`src/rtl/sd_block_arbiter.sv`:
```
// rtl/sd_block_arbiter.sv - round-robin N-channel SD block request arbiter
// Latches per-channel read/write pulses and runs the sd_rd/sd_wr/sd_ack handshake one channel at a time.
module sd_block_arbiter #(
  parameter int          NCH     = 3,
  parameter int          LBA_W   = 32,
  parameter logic [23:0] TIMEOUT = 24'd2000000
) (
  input  logic                 clk_sys,
  input  logic                 reset,
  input  logic [NCH-1:0]       req_rd,
  input  logic [NCH-1:0]       req_wr,
  input  logic [NCH*LBA_W-1:0] req_lba,
  input  logic [NCH-1:0]       mounted,
  output logic [NCH*LBA_W-1:0] sd_lba,
  output logic [NCH-1:0]       sd_rd,
  output logic [NCH-1:0]       sd_wr,
  input  logic [NCH-1:0]       sd_ack,
  output logic [NCH-1:0]       busy,
  output logic [NCH-1:0]       done,
  output logic [NCH-1:0]       err,
  output logic [2:0]           active_ch
);
  typedef enum logic [1:0] {IDLE, REQ, XFER} state_t;

  state_t           state;
  logic [NCH-1:0]   pend_rd, pend_wr, ack_q;
  logic [LBA_W-1:0] lat_lba [NCH];
  logic [2:0]       rr_ptr;
  logic [23:0]      timer;
  logic             op_rd;

  logic [NCH-1:0] set_rd, set_wr, act_oh, gnt_oh, clr_rd, clr_wr, hold;
  logic [7:0]     pend_pad, rd_pad, ack_pad, ackq_pad;
  logic           gnt_ok, ack_rise, ack_fall, tmo, finish;
  logic [2:0]     gnt_ch, nxt_ptr;
  logic [3:0]     idx;

  for (genvar i = 0; i < NCH; i++) begin : g_lba
    assign sd_lba[i*LBA_W +: LBA_W] = lat_lba[i];
  end

  always_comb begin
    set_rd   = req_rd & mounted;
    set_wr   = req_wr & mounted;
    pend_pad = 8'(pend_rd | pend_wr);
    rd_pad   = 8'(pend_rd);
    ack_pad  = 8'(sd_ack);
    ackq_pad = 8'(ack_q);
    act_oh   = NCH'(8'd1 << active_ch);
    // First pending channel at or above rr_ptr, wrapping at NCH.
    gnt_ok = 1'b0;
    gnt_ch = 3'd0;
    idx    = 4'd0;
    for (int k = 0; k < NCH; k++) begin
      idx = {1'b0, rr_ptr} + 4'(k);
      if (idx >= 4'(NCH)) idx = idx - 4'(NCH);
      if (!gnt_ok && pend_pad[idx[2:0]]) begin
        gnt_ok = 1'b1;
        gnt_ch = idx[2:0];
      end
    end
    gnt_oh   = NCH'(8'd1 << gnt_ch);
    ack_rise = ack_pad[active_ch] & ~ackq_pad[active_ch];
    ack_fall = ~ack_pad[active_ch] & ackq_pad[active_ch];
    tmo      = (TIMEOUT != 24'd0) && (timer == TIMEOUT - 24'd1);
    finish   = (state == REQ && tmo && !ack_rise) || (state == XFER && (ack_fall || tmo));
    clr_rd   = '0;
    clr_wr   = '0;
    if (state == REQ && (ack_rise || tmo)) begin
      if (op_rd) clr_rd = act_oh;
      else       clr_wr = act_oh;
    end
    hold    = (state != IDLE && !finish) ? act_oh : '0;
    nxt_ptr = (active_ch == 3'(NCH-1)) ? 3'd0 : active_ch + 3'd1;
  end

  always_ff @(posedge clk_sys) begin
    if (reset) begin
      state     <= IDLE;
      pend_rd   <= '0;
      pend_wr   <= '0;
      ack_q     <= '0;
      rr_ptr    <= 3'd0;
      timer     <= 24'd0;
      op_rd     <= 1'b0;
      active_ch <= 3'd0;
      sd_rd     <= '0;
      sd_wr     <= '0;
      busy      <= '0;
      done      <= '0;
      err       <= '0;
      for (int i = 0; i < NCH; i++) lat_lba[i] <= '0;
    end else begin
      ack_q   <= sd_ack;
      done    <= '0;
      err     <= '0;
      // Set wins over the clear of the op being retired.
      pend_rd <= (pend_rd & ~clr_rd) | set_rd;
      pend_wr <= (pend_wr & ~clr_wr) | set_wr;
      busy    <= set_rd | set_wr | (pend_rd & ~clr_rd) | (pend_wr & ~clr_wr) | hold;
      for (int i = 0; i < NCH; i++)
        if (set_rd[i] | set_wr[i]) lat_lba[i] <= req_lba[i*LBA_W +: LBA_W];
      case (state)
        IDLE: if (gnt_ok) begin
          active_ch <= gnt_ch;
          op_rd     <= rd_pad[gnt_ch];
          if (rd_pad[gnt_ch]) sd_rd <= gnt_oh;
          else                sd_wr <= gnt_oh;
          timer <= 24'd0;
          state <= REQ;
        end
        REQ: if (ack_rise) begin
          sd_rd <= '0;
          sd_wr <= '0;
          timer <= 24'd0;
          state <= XFER;
        end else if (tmo) begin
          sd_rd  <= '0;
          sd_wr  <= '0;
          err    <= act_oh;
          rr_ptr <= nxt_ptr;
          state  <= IDLE;
        end else if (timer != '1) begin
          timer <= timer + 24'd1;
        end
        XFER: if (ack_fall) begin
          done   <= act_oh;
          rr_ptr <= nxt_ptr;
          state  <= IDLE;
        end else if (tmo) begin
          err    <= act_oh;
          rr_ptr <= nxt_ptr;
          state  <= IDLE;
        end else if (timer != '1) begin
          timer <= timer + 24'd1;
        end
        default: state <= IDLE;
      endcase
    end
  end
endmodule

```
`config.mk`:
```
export PLATFORM = sky130hd
export DESIGN_NAME = sd_block_arbiter
export DESIGN_NICKNAME = d
export VERILOG_FILES = /design/src/rtl/sd_block_arbiter.sv
export SDC_FILE = /design/constraint.sdc
export NUM_CORES = 1
export LEC_CHECK = 0
export ABC_AREA = 1
export BUFFER_PORTS_ARGS = -buffer_cell sky130_fd_sc_hd__buf_2
export CAP_MARGIN = 40
export CELL_PAD_IN_SITES_DETAIL_PLACEMENT = 0
export CELL_PAD_IN_SITES_GLOBAL_PLACEMENT = 1
export CORE_MARGIN = 1.5
export CORE_UTILIZATION = 40
export CTS_CLUSTER_DIAMETER = 200
export DETAILED_ROUTE_END_ITERATION = 8
export GPL_TIMING_DRIVEN = 0
export PLACE_DENSITY_LB_ADDON = 0.1
export SYNTH_ARGS = -nofsm -noshare
export SYNTH_HDL_FRONTEND = slang
export SYNTH_SLANG_ARGS = --single-unit
```
`constraint.sdc`:
```
create_clock -name clk_sys -period 5.7 [get_ports clk_sys]
set_input_delay 1.14 -clock clk_sys [delete_from_list [all_inputs] [get_ports clk_sys]]
set_output_delay 1.14 -clock clk_sys [all_outputs]
set_load 0.02 [all_outputs]
```
### Yosys cells after proc, flatten, opt, wreduce, memory -nomap -nowiden

Memory sizes are Yosys's and may differ from the RTL's.
Cells that the tools add are included.

| storage, ports and cells | value |
|---|---|
| memories | 1 |
| RAM bits | 96 |
| input bits | 110 |
| output and inout bits | 114 |
| flip-flop bits (word level) | 57 |

| cells by class | value |
|---|---|
| multiplexer cells | 68 |
| magnitude comparators | 8 |
| bitwise logic cells | 25 |
| shifts and indexed selects | 2 |
| add/sub/neg operators | 7 |
| reductions and logical operators | 25 |
| equal/unequal tests | 11 |

Memory list:

| memory | depth | bits a word | read ports | clocked after Yosys merged registers in | wr ports | line | text |
|---|---|---|---|---|---|---|---|
| lat_lba | 3 | 32 | 3 | 0 | 3 | 27 | `logic [LBA_W-1:0] lat_lba [NCH];` |

Operators by type and width:

| operator | number |
|---|---|
| 24-bit two-way mux | 5 |
| 32-bit two-way mux | 3 |
| 3-bit two-way mux | 24 |
| 24-bit one-hot mux with 3 select lines | 1 |
| 24-bit by 1-bit adder with 24-bit output, second input constant | 1 |
| 24-bit by 21-bit == test with 1-bit output, second input constant | 1 |
| 24-bit != test, second input constant | 1 |
| 3-bit one-hot mux with 2 select lines | 4 |
| 3-bit OR | 7 |
| 3-bit by 4-bit < comparator with 1-bit output, second input constant | 5 |
| 1-bit two-way mux | 20 |
| 1-bit binary-select mux with 3-bit select | 6 |
| 3-bit bitwise AND | 4 |
| 2-bit != test, second input constant | 5 |
| 3-bit by 2-bit subtractor with 3-bit output, second input constant | 3 |
| 4-bit by 2-bit greater-or-equal comparator with 1-bit output, second input constant | 2 |
| 2-bit two-way mux | 4 |
| 4-bit AND reduction | 2 |
| 1-bit logical AND | 7 |
| 3-bit NOT | 2 |
| 1-bit OR | 6 |
| 2-bit one-hot mux with 3 select lines | 1 |
| 2-bit nonzero test | 3 |
| 1-bit by 3-bit << shifter with 3-bit output, first input constant | 2 |
| 17 further kinds | 27 |

### Longest topological paths before layout

| depth | value |
|---|---|
| depth after elaboration | 16 |
| mapped depth | 23 |
| depth with buffers taken out | 23 |

### Least setup slack after synthesis

No wires, ideal clock.

| timing | value |
|---|---|
| path kind | input to register |
| from | input port reset |
| to | memory lat_lba[0][0] (enable) |
| required time | 5.311 ns |
| data arrival time | 2.476 ns |
| cell stages on the path | 4 |
| path slack | 2.834 ns |
| cell sequence | clkbuf_1 -> inv_1 -> buf_2 -> nand2_1 |

RTL lines:

| element | line | text |
|---|---|---|
| from (decl) | 9 | `input logic reset,` |
| to (decl) | 27 |  |

==> impl_metrics.sql <==
INSERT INTO impl_metrics (metric_group, metric, value, unit) VALUES
('finish', 'finalNetCount', '1179', ''),
('worst_setup_path', 'startpoint_type', 'primary input', ''),
('routing', 'drt_wl_total', '18500', 'um'),
('power_and_ir_drop', 'p_int', '2.06', 'mW'),
('cts', 'numCtsBuffers', '17', ''),
('sta', 'worst_slew_pin_slew', '0.753', 'ns'),
('grt', 'grt_pass1_wl', '28300', 'um'),
('placed_design', 'finalWeightedCongestion', '0.882', ''),
('synthesis', 'most_frequently_used_flop_master_after_synthesis', 'edfxtp_1', ''),
('grt', 'number_of_global_route_vias_before_repair', '5546', ''),
('synthesis', 'ys_seq_elements', '153', ''),
('sta', 'slew_headroom', '49.6', '%'),
('synthesis', 'synth_edf_count', '96', ''),
('cts', 'cts.sinks', '153', ''),
('placed_design', 'io_buffers', '222', ''),
('synthesis', 'netlist_area', '7120', 'um2'),
('power_and_ir_drop', 'netSwitchingPower', '0.953', 'mW'),
('cts', 'cts.repair_timing.setup_buffer_count', '0', ''),
('routing', 'routed_wire_length_per_instance', '14.3', 'um'),
('power_and_ir_drop', 'netSwitchingFraction', '31.6', '%'),
('grt', 'grt_usage', '19.9', '%'),
('worst_setup_path', 'cp.arrival', '3.25', 'ns'),
('floorplan', 'row_count', '48', ''),
('worst_setup_path', 'crit_top_cell', 'clkbuf_1', ''),
('synthesis', 'postSynthCellCount', '811', ''),
('finish', 'fin_util', '52.6', '%'),
('synthesis', 'asyncSetResetFlopFracSynth', '0', '%'),
('worst_setup_path', 'critical_path_class', 'in -> reg', ''),
('synthesis', 'synth_sequential_area_ratio', '56.6', '%'),
('run_status', 'outcome', 'completed', ''),
('worst_setup_path', 'cell_type_of_the_slowest_stage_on_the_worst_timing_path', 'a31oi_1', ''),
('sta', 'skew', '0.00635', 'ns'),
('floorplan', 'fp.dieArea', '18600', 'um2'),
('routing', 'drtAntennaViolNets', '0', ''),
('hold_path', 'hold_path_class', 'reg -> reg', ''),
('cts', 'clkLatencyLatePin', '0.42', 'ns'),
('routing', 'detailed_router_s_first_iteration_violation_count', '216', ''),
('synthesis', 'synth.area.top_cells', 'edfxtp_1 41%, dfxtp_1 16%, nand2_1 11%, inv_1 8.5%, nor2_1 3.2%', ''),
('sta', 'hold_viol_final', '0', ''),
('synthesis', 'synth.avg_cell_area', '8.77', 'um2'),
('worst_setup_path', 'cp.required', '5.98', 'ns'),
('cts', 'count_of_hold_buffers_inserted_by_post_cts_repair', '0', ''),
('finish', 'synthToLayoutAreaGrowth', '28.3', '%'),
('cts', 'tritoncts', 'done', ''),
('floorplan', 'dieWidth', '136', 'um'),
('power_and_ir_drop', 'comb_power_share', '20.8', '%'),
('synthesis', 'ys.warnings.count', '0', ''),
('routing', 'detail_route.vias_per_cell', '4.62', ''),
('worst_setup_path', 'path_max_fanout', '10', ''),
('cts', 'cts-root-buf', 'clkbuf_16', ''),
('floorplan', 'io_pins', '224', ''),
('power_and_ir_drop', 'peakVddDrop', '204', 'uV'),
('synthesis', 'count_of_different_cell_masters_after_synthesis', '44', ''),
('power_and_ir_drop', 'power.share.clock', '35.1', '%'),
('floorplan', 'placeableCoreArea', '17400', 'um2'),
('grt', 'grt_max_degree', '21', ''),
('power_and_ir_drop', 'power_frac_seq', '44.1', '%'),
('sta', 'rsz0062_at_grt', 'false', ''),
('floorplan', 'initial_core_util', '41.0', '%'),
('finish', 'layout.cells.most_common', 'buf_2', ''),
('cts', 'cts-resized-gates', '0', ''),
('routing', 'drt_pre_antenna_iters', '5', ''),
('worst_setup_path', 'endpoint_kind', 'flip-flop', ''),
('placed_design', 'place.detailed.hpwl', '14500', 'um'),
('sta', 'setup_violating_endpoint_count_in_the_final_report', '0', ''),
('finish', 'final_layout_size_suffix_gt1_share', '27.8', '%'),
('finish', 'filler_cell_count', '1777', ''),
('cts', 'cts.reportedPaths.clkPinSlew', '0.07', 'ns'),
('synthesis', 'synth_top_area_share', '40.5', '%'),
('finish', 'layout.cells.most_common_list', '223 x buf_2, 205 x nand2_1, 161 x inv_1, 96 x edfxtp_1, 60 x nor2_1', ''),
('power_and_ir_drop', 'cellPowerDensity', '330', 'nW/um2');
flip-flops by register name, summed over array words and instances, names as in the netlist:
name and count:
busy 3, err 3, op_rd 1, state 2, ack_q 3, sd_rd 3
pend_rd 3, active_ch 3, timer 24, done 3, lat_lba 96, pend_wr 3
rr_ptr 3, sd_wr 3
area by class of cell:
type / instances / area, um2 / share of cell area (%)
sequential: 153 / 4020 / 44.1
multi-input combinational: 473 / 2380 / 26.1
timing repair buffer: 226 / 1180 / 13.0
inverter: 168 / 632 / 6.92
clock buffer: 17 / 425 / 4.66
tap: 225 / 282 / 3.08
clock inverter: 15 / 118 / 1.29
buffer: 17 / 80.1 / 0.877
antenna: 1 / 2.50 / 0.0274
worst paths after layout:
kind	to	slack, ns	cells past startpoint	from
max	lat_lba[0][88]	2.73	6	reset
min	sd_wr[0]	0.46	2	sd_wr[0]
max reg2reg	timer[6]	2.93	17	rr_ptr[0]
min reg2reg	sd_wr[0]	0.46	2	sd_wr[0]
through the flow:
stage	worst slack, ns	hold WS [ns]	instances	instance area (um2)	power [mW]
5_1_grt	2.45	0.501	1294	9120	3.15
3_3_place_gp	1.99	0.446	1258	8510	1.98
4_1_cts	2.61	0.459	1294	9120	3.04
6_report	2.73	0.458	1295	9130	3.01
2_1_floorplan	2.83	0.452	811	7120	1.76
3_5_place_dp	2.17	0.448	1262	8580	1.98
critical path, delay by kind of cell:
family | cells | cell delay, ns
AND/OR/NAND/NOR | 1 | 0.09
AO/OA/AOI/OAI | 1 | 0.65
buffers and inverters | 4 | 1.36
cells by family (layout without fill, tap and decap cells):
group / count (synthesis) / after routing / synth area share [%]
buffers and inverters: 185 / 443 / 10.0
xor gates and xnor gates: 8 / 8 / 0.985
adders and majority gates: 13 / 13 / 2.29
DFF: 153 / 153 / 56.5
and+or+nand+nor: 370 / 370 / 23.5
other: 0 / 1 / 0
AOI/OAI and AO/OA: 82 / 82 / 6.66
power by group through the flow:
stage | combinational [mW] | sequential [mW] | clock, mW
after global routing | 0.691 | 1.34 | 1.12
after CTS | 0.633 | 1.33 | 1.08
after detailed placement | 0.631 | 1.35 | 0
after floorplan | 0.282 | 1.47 | 0
final | 0.627 | 1.33 | 1.06
after global placement | 0.624 | 1.35 | 0
synthesized netlist by cell type (7+ instances only):
cell        n
nand2_1   205
inv_1     161
edfxtp_1   96
nor2_1     60
dfxtp_1    57
nand3_1    43
a21oi_1    33
o21ai_0    26
clkbuf_1   13
ha_1       13
nand4_1    13
nor3_1     11
nor4_1      9
o21ai_1     9
nor2_2      8
xor2_1      7
per-layer routing:
layer	global-route usage, %	routed length, um
met5	0	0
met4	7.27	235
met2	33.3	8860
met3	4.51	1250
met1	25.2	8160
(Power assumes the default switching activity.)
